## config.mk

```make
export PLATFORM = sky130hd
export DESIGN_NAME = mul_share_arbiter
export DESIGN_NICKNAME = d
export VERILOG_FILES = /design/src/rtl/mul_share_arbiter.sv
export SDC_FILE = /design/constraint.sdc
export NUM_CORES = 1
export LEC_CHECK = 0
export BUFFER_PORTS_ARGS = -buffer_cell sky130_fd_sc_hd__buf_2
export CAP_MARGIN = 20
export CORE_UTILIZATION = 47
export CTS_CLUSTER_DIAMETER = 50
export DETAILED_ROUTE_END_ITERATION = 10
export PLACE_DENSITY = 0.8
export RECOVER_POWER = 50
export SLEW_MARGIN = 20
export SYNTH_ARGS = -nofsm -noshare
export SYNTH_HDL_FRONTEND = slang
export SYNTH_SLANG_ARGS = --single-unit
```

## constraint.sdc

```tcl
create_clock -name clk -period 3.5 [get_ports clk]
set_input_delay 1.05 -clock clk [delete_from_list [all_inputs] [get_ports clk]]
set_output_delay 1.05 -clock clk [all_outputs]
set_load 0.01 [all_outputs]
```

## src/rtl/mul_share_arbiter.sv

```systemverilog
// Round-robin sharing of one pipelined fixed-point multiplier among NUM_REQ requesters.
// Optional watchdog on stalled results: define MUL_SHARE_WATCHDOG_EN.
module mul_share_arbiter #(
  parameter int NUM_REQ         = 4,
  parameter int BITSIZE         = 14,
  parameter int MAX_OUTSTANDING = 4,
  parameter int TIMEOUT         = 16
) (
  input  logic                       clk,
  input  logic                       rst,
  input  logic [NUM_REQ-1:0]         req,
  input  logic [NUM_REQ*BITSIZE-1:0] a_flat,
  input  logic [NUM_REQ*BITSIZE-1:0] b_flat,
  output logic [NUM_REQ-1:0]         gnt,
  output logic                       mul_start,
  output logic [BITSIZE-1:0]         mul_a,
  output logic [BITSIZE-1:0]         mul_b,
  input  logic [BITSIZE-1:0]         mul_result,
  input  logic                       mul_valid,
  output logic [NUM_REQ-1:0]         rsp_valid,
  output logic [BITSIZE-1:0]         rsp_data,
  output logic                       busy,
  output logic                       err
);

  localparam int IDW = (NUM_REQ > 1) ? $clog2(NUM_REQ) : 1;
  localparam int PW  = (MAX_OUTSTANDING > 1) ? $clog2(MAX_OUTSTANDING) : 1;
  localparam int CW  = $clog2(MAX_OUTSTANDING + 1);
  localparam logic [CW-1:0] MAX_CNT = CW'(MAX_OUTSTANDING);

  logic [IDW-1:0]     r_ptr;
  logic [IDW-1:0]     r_fifo [MAX_OUTSTANDING];
  logic [PW-1:0]      r_wr;
  logic [PW-1:0]      r_rd;
  logic [CW-1:0]      r_count;
  logic               r_mul_start;
  logic [BITSIZE-1:0] r_mul_a;
  logic [BITSIZE-1:0] r_mul_b;
  logic [NUM_REQ-1:0] r_rsp_valid;
  logic [BITSIZE-1:0] r_rsp_data;
  logic               r_err;

  logic               w_can_issue;
  logic               w_found;
  logic [IDW-1:0]     w_cand;
  logic [IDW-1:0]     w_gnt_idx;
  logic [NUM_REQ-1:0] w_gnt;
  logic [BITSIZE-1:0] w_a_arr [NUM_REQ];
  logic [BITSIZE-1:0] w_b_arr [NUM_REQ];
  logic               w_push;
  logic               w_pop;
  logic               w_spur;
  logic               w_wd_fire;
  logic [NUM_REQ-1:0] w_rsp_onehot;
  logic [PW-1:0]      w_wr_next;
  logic [PW-1:0]      w_rd_next;
  logic [IDW-1:0]     w_ptr_next;

`ifdef MUL_SHARE_WATCHDOG_EN
  localparam int WW = $clog2(TIMEOUT + 1);
  logic [WW-1:0] r_wd;

  // Fires on the edge where the stall counter would reach TIMEOUT.
  assign w_wd_fire = (r_count != '0) && !mul_valid && (r_wd == WW'(TIMEOUT - 1));

  always_ff @(posedge clk or negedge rst) begin
    if (!rst) begin
      r_wd <= '0;
    end else if ((r_count == '0) || mul_valid || w_wd_fire) begin
      r_wd <= '0;
    end else begin
      r_wd <= r_wd + 1'b1;
    end
  end
`else
  assign w_wd_fire = 1'b0;
`endif

  // req/gnt handshake: req is held until gnt; gnt is combinational, one-hot, and the
  // operands are captured on the edge that ends the gnt cycle. A full FIFO still issues
  // when a result retires in the same cycle.
  assign w_can_issue = rst && !w_wd_fire && ((r_count < MAX_CNT) || mul_valid);

  always_comb begin
    w_gnt     = '0;
    w_gnt_idx = '0;
    w_found   = 1'b0;
    w_cand    = '0;
    for (int i = 0; i < NUM_REQ; i++) begin
      w_a_arr[i] = a_flat[i*BITSIZE +: BITSIZE];
      w_b_arr[i] = b_flat[i*BITSIZE +: BITSIZE];
    end
    for (int k = 0; k < NUM_REQ; k++) begin
      w_cand = IDW'((int'(r_ptr) + k) % NUM_REQ);
      if (w_can_issue && !w_found && req[w_cand]) begin
        w_found        = 1'b1;
        w_gnt_idx      = w_cand;
        w_gnt[w_cand]  = 1'b1;
      end
    end
  end

  assign w_push       = w_found;
  assign w_pop        = mul_valid && (r_count != '0);
  assign w_spur       = mul_valid && (r_count == '0);
  assign w_rsp_onehot = {{(NUM_REQ-1){1'b0}}, 1'b1} << r_fifo[r_rd];
  assign w_wr_next    = (r_wr == PW'(MAX_OUTSTANDING - 1)) ? '0 : r_wr + 1'b1;
  assign w_rd_next    = (r_rd == PW'(MAX_OUTSTANDING - 1)) ? '0 : r_rd + 1'b1;
  assign w_ptr_next   = (w_gnt_idx == IDW'(NUM_REQ - 1)) ? '0 : w_gnt_idx + 1'b1;

  always_ff @(posedge clk or negedge rst) begin
    if (!rst) begin
      r_ptr       <= '0;
      r_wr        <= '0;
      r_rd        <= '0;
      r_count     <= '0;
      r_mul_start <= 1'b0;
      r_mul_a     <= '0;
      r_mul_b     <= '0;
      r_rsp_valid <= '0;
      r_rsp_data  <= '0;
      r_err       <= 1'b0;
      for (int i = 0; i < MAX_OUTSTANDING; i++) r_fifo[i] <= '0;
    end else begin
      r_mul_start <= w_push;
      if (w_push) begin
        r_mul_a      <= w_a_arr[w_gnt_idx];
        r_mul_b      <= w_b_arr[w_gnt_idx];
        r_fifo[r_wr] <= w_gnt_idx;
        r_wr         <= w_wr_next;
        r_ptr        <= w_ptr_next;
      end
      if (w_pop) begin
        r_rd        <= w_rd_next;
        r_rsp_valid <= w_rsp_onehot;
        r_rsp_data  <= mul_result;
      end else begin
        r_rsp_valid <= '0;
      end
      // Watchdog flush drops every tag; it never coincides with a pop.
      if (w_wd_fire) begin
        r_count <= '0;
        r_rd    <= r_wr;
      end else if (w_push && !w_pop) begin
        r_count <= r_count + 1'b1;
      end else if (w_pop && !w_push) begin
        r_count <= r_count - 1'b1;
      end
      r_err <= r_err | w_spur | w_wd_fire;
    end
  end

  assign gnt       = w_gnt;
  assign mul_start = r_mul_start;
  assign mul_a     = r_mul_a;
  assign mul_b     = r_mul_b;
  assign rsp_valid = r_rsp_valid;
  assign rsp_data  = r_rsp_data;
  assign busy      = (r_count != '0);
  assign err       = r_err;

endmodule
```

Word-level counts from Yosys, hierarchy flattened

Cells that the tools add are included.

Register bits: 65
Output and inout port bits: 53
Word-level logic and storage cells: 118

$add $sub $neg: 8
$lt $le $gt $ge: 13
Eq/ne operators: 3
Shifts and indexed selects: 1
Mux-type cells: 46
Bitwise logic cells: 7
Reduce and logical (&&, ||, !) cells: 26

Operators by type and width:

| kind                                                                         | count |
|---|---|
| 14-bit binary-select mux with 2-bit select                                   | 2 |
| 14-bit two-way mux                                                           | 4 |
| 2-bit two-way mux                                                            | 10 |
| 4-bit two-way mux                                                            | 5 |
| 1-bit logical AND                                                            | 17 |
| 2-bit by 3-bit less-than comparator with 1-bit output, second input constant | 4 |
| 1-bit two-way mux                                                            | 12 |
| 4-bit bitwise OR                                                             | 3 |
| 3-bit >= comparator, second input constant                                   | 3 |
| 2-bit inverter with 3-bit output                                             | 3 |
| 2-bit by 1-bit adder with 2-bit output, second input constant                | 4 |
| 1-bit binary-select mux with 2-bit select                                    | 4 |
| 8-bit bitwise mux                                                            | 1 |
| 1-bit demux with 2-bit select                                                | 4 |
| 2-bit by 1-bit >= comparator with 1-bit output, second input constant        | 4 |
| 2-bit equality test, second input constant                                   | 3 |
| 3-bit two-way mux                                                            | 2 |
| 1-bit logical NOT                                                            | 5 |
| 2-bit adder, second input constant                                           | 2 |
| 2-bit binary-select mux with 2-bit select                                    | 1 |
| 2-bit demux with 2-bit select                                                | 1 |
| 1-bit by 2-bit left shift with 4-bit output, first input constant            | 1 |
| 3-bit by 1-bit adder with 3-bit output, second input constant                | 1 |
| 3-bit logical NOT                                                            | 1 |
| 7 further kinds                                                              | 7 |

Depth between registers and ports, before layout

Depth in word-level cells: 21
Mapped depth: 14
Mapped depth without buffers: 12

Least setup slack after synthesis

OpenSTA, ideal clock, no wires.

Path kind: input -> output
Start: input req[2]
End: output gnt[0]
Arrival time: 2.367 ns
Required time: 2.450 ns
Path slack: 0.083 ns
Cell stages on the path: 4
Buffers on the path: 0
Cell sequence: mux4_2 -> nor4b_1 -> a22oi_1 -> o21ai_0

Word-level cells in the longest chain between the ends: 16

RTL lines:

| what                                      | RTL line | RTL |
|---|---|---|
| from (decl)                               | 11       | `input logic [NUM_REQ-1:0] req,` |
| 1-bit binary-select mux with 2-bit select | 95       | `if (w_can_issue && !w_found && req[w_cand]) begin` |
| 1-bit two-way mux (implied by the code)   | 95       |  |
| 1-bit logical AND                         | 95       |  |
| 1-bit two-way mux                         | 95       |  |
| 1-bit logical NOT                         | 95       |  |
| 1-bit logical AND (2 in series)           | 95       |  |
| 1-bit two-way mux                         | 95       |  |
| 1-bit logical NOT                         | 95       |  |
| 1-bit logical AND (2 in series)           | 95       |  |
| 1-bit two-way mux                         | 95       |  |
| 1-bit logical NOT                         | 95       |  |
| 1-bit logical AND (2 in series)           | 95       |  |
| 4-bit two-way mux (*)                     | 95       |  |
| to (decl)                                 | 14       | `output logic [NUM_REQ-1:0] gnt,` |

Every way passes the cells marked *; elsewhere a longest branch is shown, timed or not. The select of a mux whose other input is x is not followed.

Worst setup path in the final report

Start: input req[2]
End: output gnt[2]

Same word-level chain as after synthesis.

==> metrics.txt <==
# TYPE chip_impl_metric gauge
chip_impl_metric{name="final-setup-viol-count",unit=""} 4
chip_impl_metric{name="design.final.nets",unit=""} 694
chip_impl_metric{name="syn2layout_area_growth",unit="%"} 35.26
chip_impl_info{name="tritoncts_clock_tree",value="yes"} 1
chip_impl_metric{name="final.setup_skew",unit="ns"} 0.006734
chip_impl_metric{name="final_layout_size_suffix_gt1_share",unit="%"} 46.39
chip_impl_metric{name="design_power_total",unit="mW"} 4.208
chip_impl_metric{name="dr_total_vias",unit=""} 3396
chip_impl_metric{name="start_util",unit="%"} 49.07
chip_impl_metric{name="die_h",unit="um"} 92.05
chip_impl_metric{name="avgRoutedWirePerCell",unit="um"} 14.53
chip_impl_metric{name="avgViaCountPerCell",unit=""} 5.169
chip_impl_metric{name="finalSetupTns",unit="ns"} -0.4038
chip_impl_info{name="violated_checks",value="capacitance limit, slew limit, setup timing"} 1
chip_impl_metric{name="route.final.wire_length",unit="um"} 9547
chip_impl_metric{name="synth.yosys.seq_area_share",unit="%"} 42.68
chip_impl_metric{name="postLayoutSetupSlackWorst",unit="ns"} -0.1174
chip_impl_metric{name="cp.required",unit="ns"} 2.45
chip_impl_metric{name="globalRoute.totalOverflow",unit=""} 0
chip_impl_metric{name="number_of_antenna_violations_at_the_first_check_in_global_routing",unit=""} 1
chip_impl_metric{name="synthesis.yosys.warnings",unit=""} 0
chip_impl_metric{name="grt_start_max_net_pins",unit=""} 66
chip_impl_metric{name="synth.lib_cells_used.distinct",unit=""} 41
chip_impl_metric{name="clk_path_buf_depth",unit=""} 2
chip_impl_info{name="start_kind",value="input port"} 1
chip_impl_metric{name="gr_usage_total",unit="%"} 23.25
chip_impl_metric{name="routabilityCongestion",unit=""} 0.7713
chip_impl_metric{name="ant_nets",unit=""} 0
chip_impl_metric{name="via_count_of_the_first_global_routing_pass",unit=""} 3342
chip_impl_metric{name="fp.dieArea",unit="um2"} 8473
chip_impl_metric{name="leakagePower",unit="nW"} 2.567
chip_impl_metric{name="clock_tree_sinks",unit=""} 65
chip_impl_metric{name="postLayoutCellArea",unit="um2"} 5155
chip_impl_metric{name="post-route-drc-count",unit=""} 0
chip_impl_metric{name="yosysTopAreaCellShare",unit="%"} 42.68
chip_impl_metric{name="cts.clk_slew.worst_paths",unit="ns"} 0.07
chip_impl_info{name="cp-end-kind",value="output port"} 1
chip_impl_metric{name="arrival_time_at_the_worst_endpoint",unit="ns"} 2.57
chip_impl_info{name="rsz0062_at_grt",value="yes"} 1
chip_impl_info{name="ys_top_cells_by_area",value="dfrtp_1 (43%), mux2i_1 (15%), nand2_1 (8.5%)"} 1
chip_impl_metric{name="worst_skew_pair.late_latency",unit="ns"} 0.33
chip_impl_info{name="holdCritPathClass",value="flop to flop"} 1
chip_impl_metric{name="dpl-instance-area",unit="um2"} 4900
chip_impl_metric{name="yosys_register_bits",unit=""} 65
chip_impl_metric{name="syn_nets",unit=""} 494
chip_impl_info{name="status",value="complete, but fails checks"} 1
chip_impl_metric{name="drtIter0Drc",unit=""} 124
chip_impl_metric{name="critical_path_peak_fanout",unit=""} 4
chip_impl_metric{name="synthesis.area_per_instance",unit="um2"} 10.92
chip_impl_metric{name="drv_slew",unit=""} 66
chip_impl_metric{name="design.core.area",unit="um2"} 7767
chip_impl_metric{name="post_synth_instance_area",unit="um2"} 3811
chip_impl_info{name="root_buffer_cell",value="clkbuf_8"} 1
chip_impl_metric{name="floorplan.rows",unit=""} 32
chip_impl_metric{name="fp.dieW",unit="um"} 92.05
chip_impl_metric{name="timing.final.crit_share",unit="%"} 103.4
chip_impl_metric{name="grt_first_pass_wirelength",unit="um"} 15590
chip_impl_metric{name="worst_slew_margin_rel",unit="%"} -4.882
chip_impl_metric{name="power-per-cell-area",unit="nW/um2"} 816.3
chip_impl_info{name="critPathKind",value="input port to output port"} 1
chip_impl_metric{name="worstMarginPinSlew",unit="ns"} 1.573
chip_impl_metric{name="first_pass_iters",unit=""} 4
chip_impl_info{name="synth_top_area_cell",value="dfrtp_1"} 1
chip_impl_metric{name="maxCapViolations",unit=""} 1
chip_impl_metric{name="hold_violations",unit=""} 0
chip_impl_metric{name="period_minus_slack",unit="ns"} 3.617
chip_impl_metric{name="achievable-frequency",unit="GHz"} 0.2764
chip_impl_metric{name="number_of_buffers_created_by_cts",unit=""} 9
chip_impl_metric{name="place_hpwl",unit="um"} 7250
chip_impl_metric{name="ioPinCount",unit=""} 186
chip_impl_metric{name="worst_ir_drop_vdd",unit="mV"} 0.3425
chip_impl_metric{name="port_buffers",unit=""} 185
chip_impl_metric{name="cts_max_level",unit=""} 3
chip_impl_metric{name="syn-instance-count",unit=""} 349
flip-flops by register name, summed over array words and instances, names as in the netlist:
signal / count
r_wr: 2
r_ptr: 2
r_rd: 2
r_fifo: 8
rsp_valid: 4
mul_a: 14
rsp_data: 14
mul_b: 14
err: 1
mul_start: 1
r_count: 3
cell usage after synthesis:
master / n
buf_4: 5
nand2_1: 86
or2_4: 1
xor2_1: 1
nand2_4: 2
or3_1: 1
a21oi_1: 4
nor2_1: 5
nor4b_1: 1
o211ai_1: 1
inv_2: 1
and3_1: 1
o31ai_1: 1
nor3_4: 1
a221oi_1: 1
nand2b_1: 1
mux4_2: 6
inv_1: 11
a2111o_1: 1
fa_1: 1
a211o_1: 1
o221ai_1: 8
nor2b_1: 1
a21o_1: 2
a21boi_0: 1
dfrtp_1: 65
o221ai_2: 20
clkbuf_1: 5
a22oi_1: 9
mux2_2: 6
ha_1: 11
xnor2_1: 2
o21ai_1: 2
or2_1: 1
buf_2: 4
clkinv_1: 1
and2_1: 1
o21ai_0: 12
buf_6: 6
nor3_1: 3
mux2i_1: 56
cell usage in the layout, fill, tap and decap left out, types with 2 or more instances in the layout:
master,instances
buf_12,2
mux2i_1,56
inv_1,11
buf_6,5
nand2_4,2
a22oi_1,9
buf_4,17
nor2_1,5
a21o_1,2
mux4_2,6
clkbuf_1,7
o21ai_1,5
ha_1,11
dfrtp_1,65
nand2_1,86
clkinv_4,3
o221ai_2,20
mux2_2,6
o221ai_1,8
buf_2,176
clkinv_2,3
xnor2_1,2
nor3_1,3
clkbuf_8,9
o21ai_0,8
a21oi_1,4
stage by stage:
step	std cells	hold WS [ns]	setup WS [ns]	utilization, %
6_report	657	0.4565	-0.1174	66.37
5_1_grt	657	0.4951	-0.1844	66.37
4_1_cts	654	0.4587	-0.1148	66.20
3_5_place_dp	636	0.4422	-0.1668	63.08
3_3_place_gp	636	0.4344	-0.03942	63.08
2_1_floorplan	349	0.4446	0.08273	-
metal layers:
| metal | vias to the layer above | track usage [%] | wire (um) |
|---|---|---|---|
| li1 | 1657 | - | - |
| met1 | 1593 | 28.15 | 3936 |
| met2 | 131 | 41.23 | 5050 |
| met3 | 15 | 3.400 | 387 |
| met4 | 0 | 9.635 | 172 |
| met5 | - | 0 | 0 |
logic make-up after synthesis:
group                    share of synthesized area (%)
buffers and inverters                            5.056
multiplexers                                     20.03
XOR/XNOR                                        0.6896
adder cells (fa/ha/maj)                          4.137
AO/OA/AOI/OAI                                    15.59
flip-flops                                       42.68
AND/OR/NAND/NOR                                  11.82
layout make-up:
class	instances	area [um2]
timing repair buffer	209	1151
fill	631	2613
sequential	65	1627
clock buffer	9	123.9
clock inverter	7	71.32
inverter	13	48.80
antenna	1	2.502
tap	102	127.6
multi-input combinational	251	2003
critical path: stages:
cell and delay (ns):
buf_8 0.10, mux4_2 0.50, nor4b_1 0.38, buf_4 0.20, a22oi_1 0.08, o21ai_1 0.10
buf_2 0.16
timing repair:
item	CTS	global route
pin swaps	4	2
hold buffers	0	0
endpoints found under the setup margin	4	4
hold endpoints to repair	0	0
setup buffers	2	2
resized for setup	12	3
final timing paths:
kind                                      start                endpoint  slack (ns)  depth (start not counted)
max                                      req[2]                  gnt[2]       -0.12                          7
min                               err$_DFF_PN0_           err$_DFF_PN0_        0.46                          1
max reg2reg                r_ptr[1]$_DFFE_PN0P_   mul_a[13]$_DFFE_PN0P_        0.59                         10
min reg2reg                       err$_DFF_PN0_           err$_DFF_PN0_        0.46                          1
max in group asynchronous                   rst    mul_b[7]$_DFFE_PN0P_        1.30                          2
min in group asynchronous                   rst  r_count[2]$_DFFE_PN0P_        1.27                          2
report_power, final:
| part | switching (mW) | internal [mW] | total [mW] | leakage [nW] |
|---|---|---|---|---|
| clock | 0.299 | 0.329 | 0.628 | 0.103 |
| sequential | 0.200 | 1.08 | 1.28 | 0.800 |
| combinational | 1.23 | 1.06 | 2.30 | 1.66 |
| total | 1.73 | 2.47 | 4.21 | 2.57 |
No activity file was read; power rests on OpenSTA's default activity.
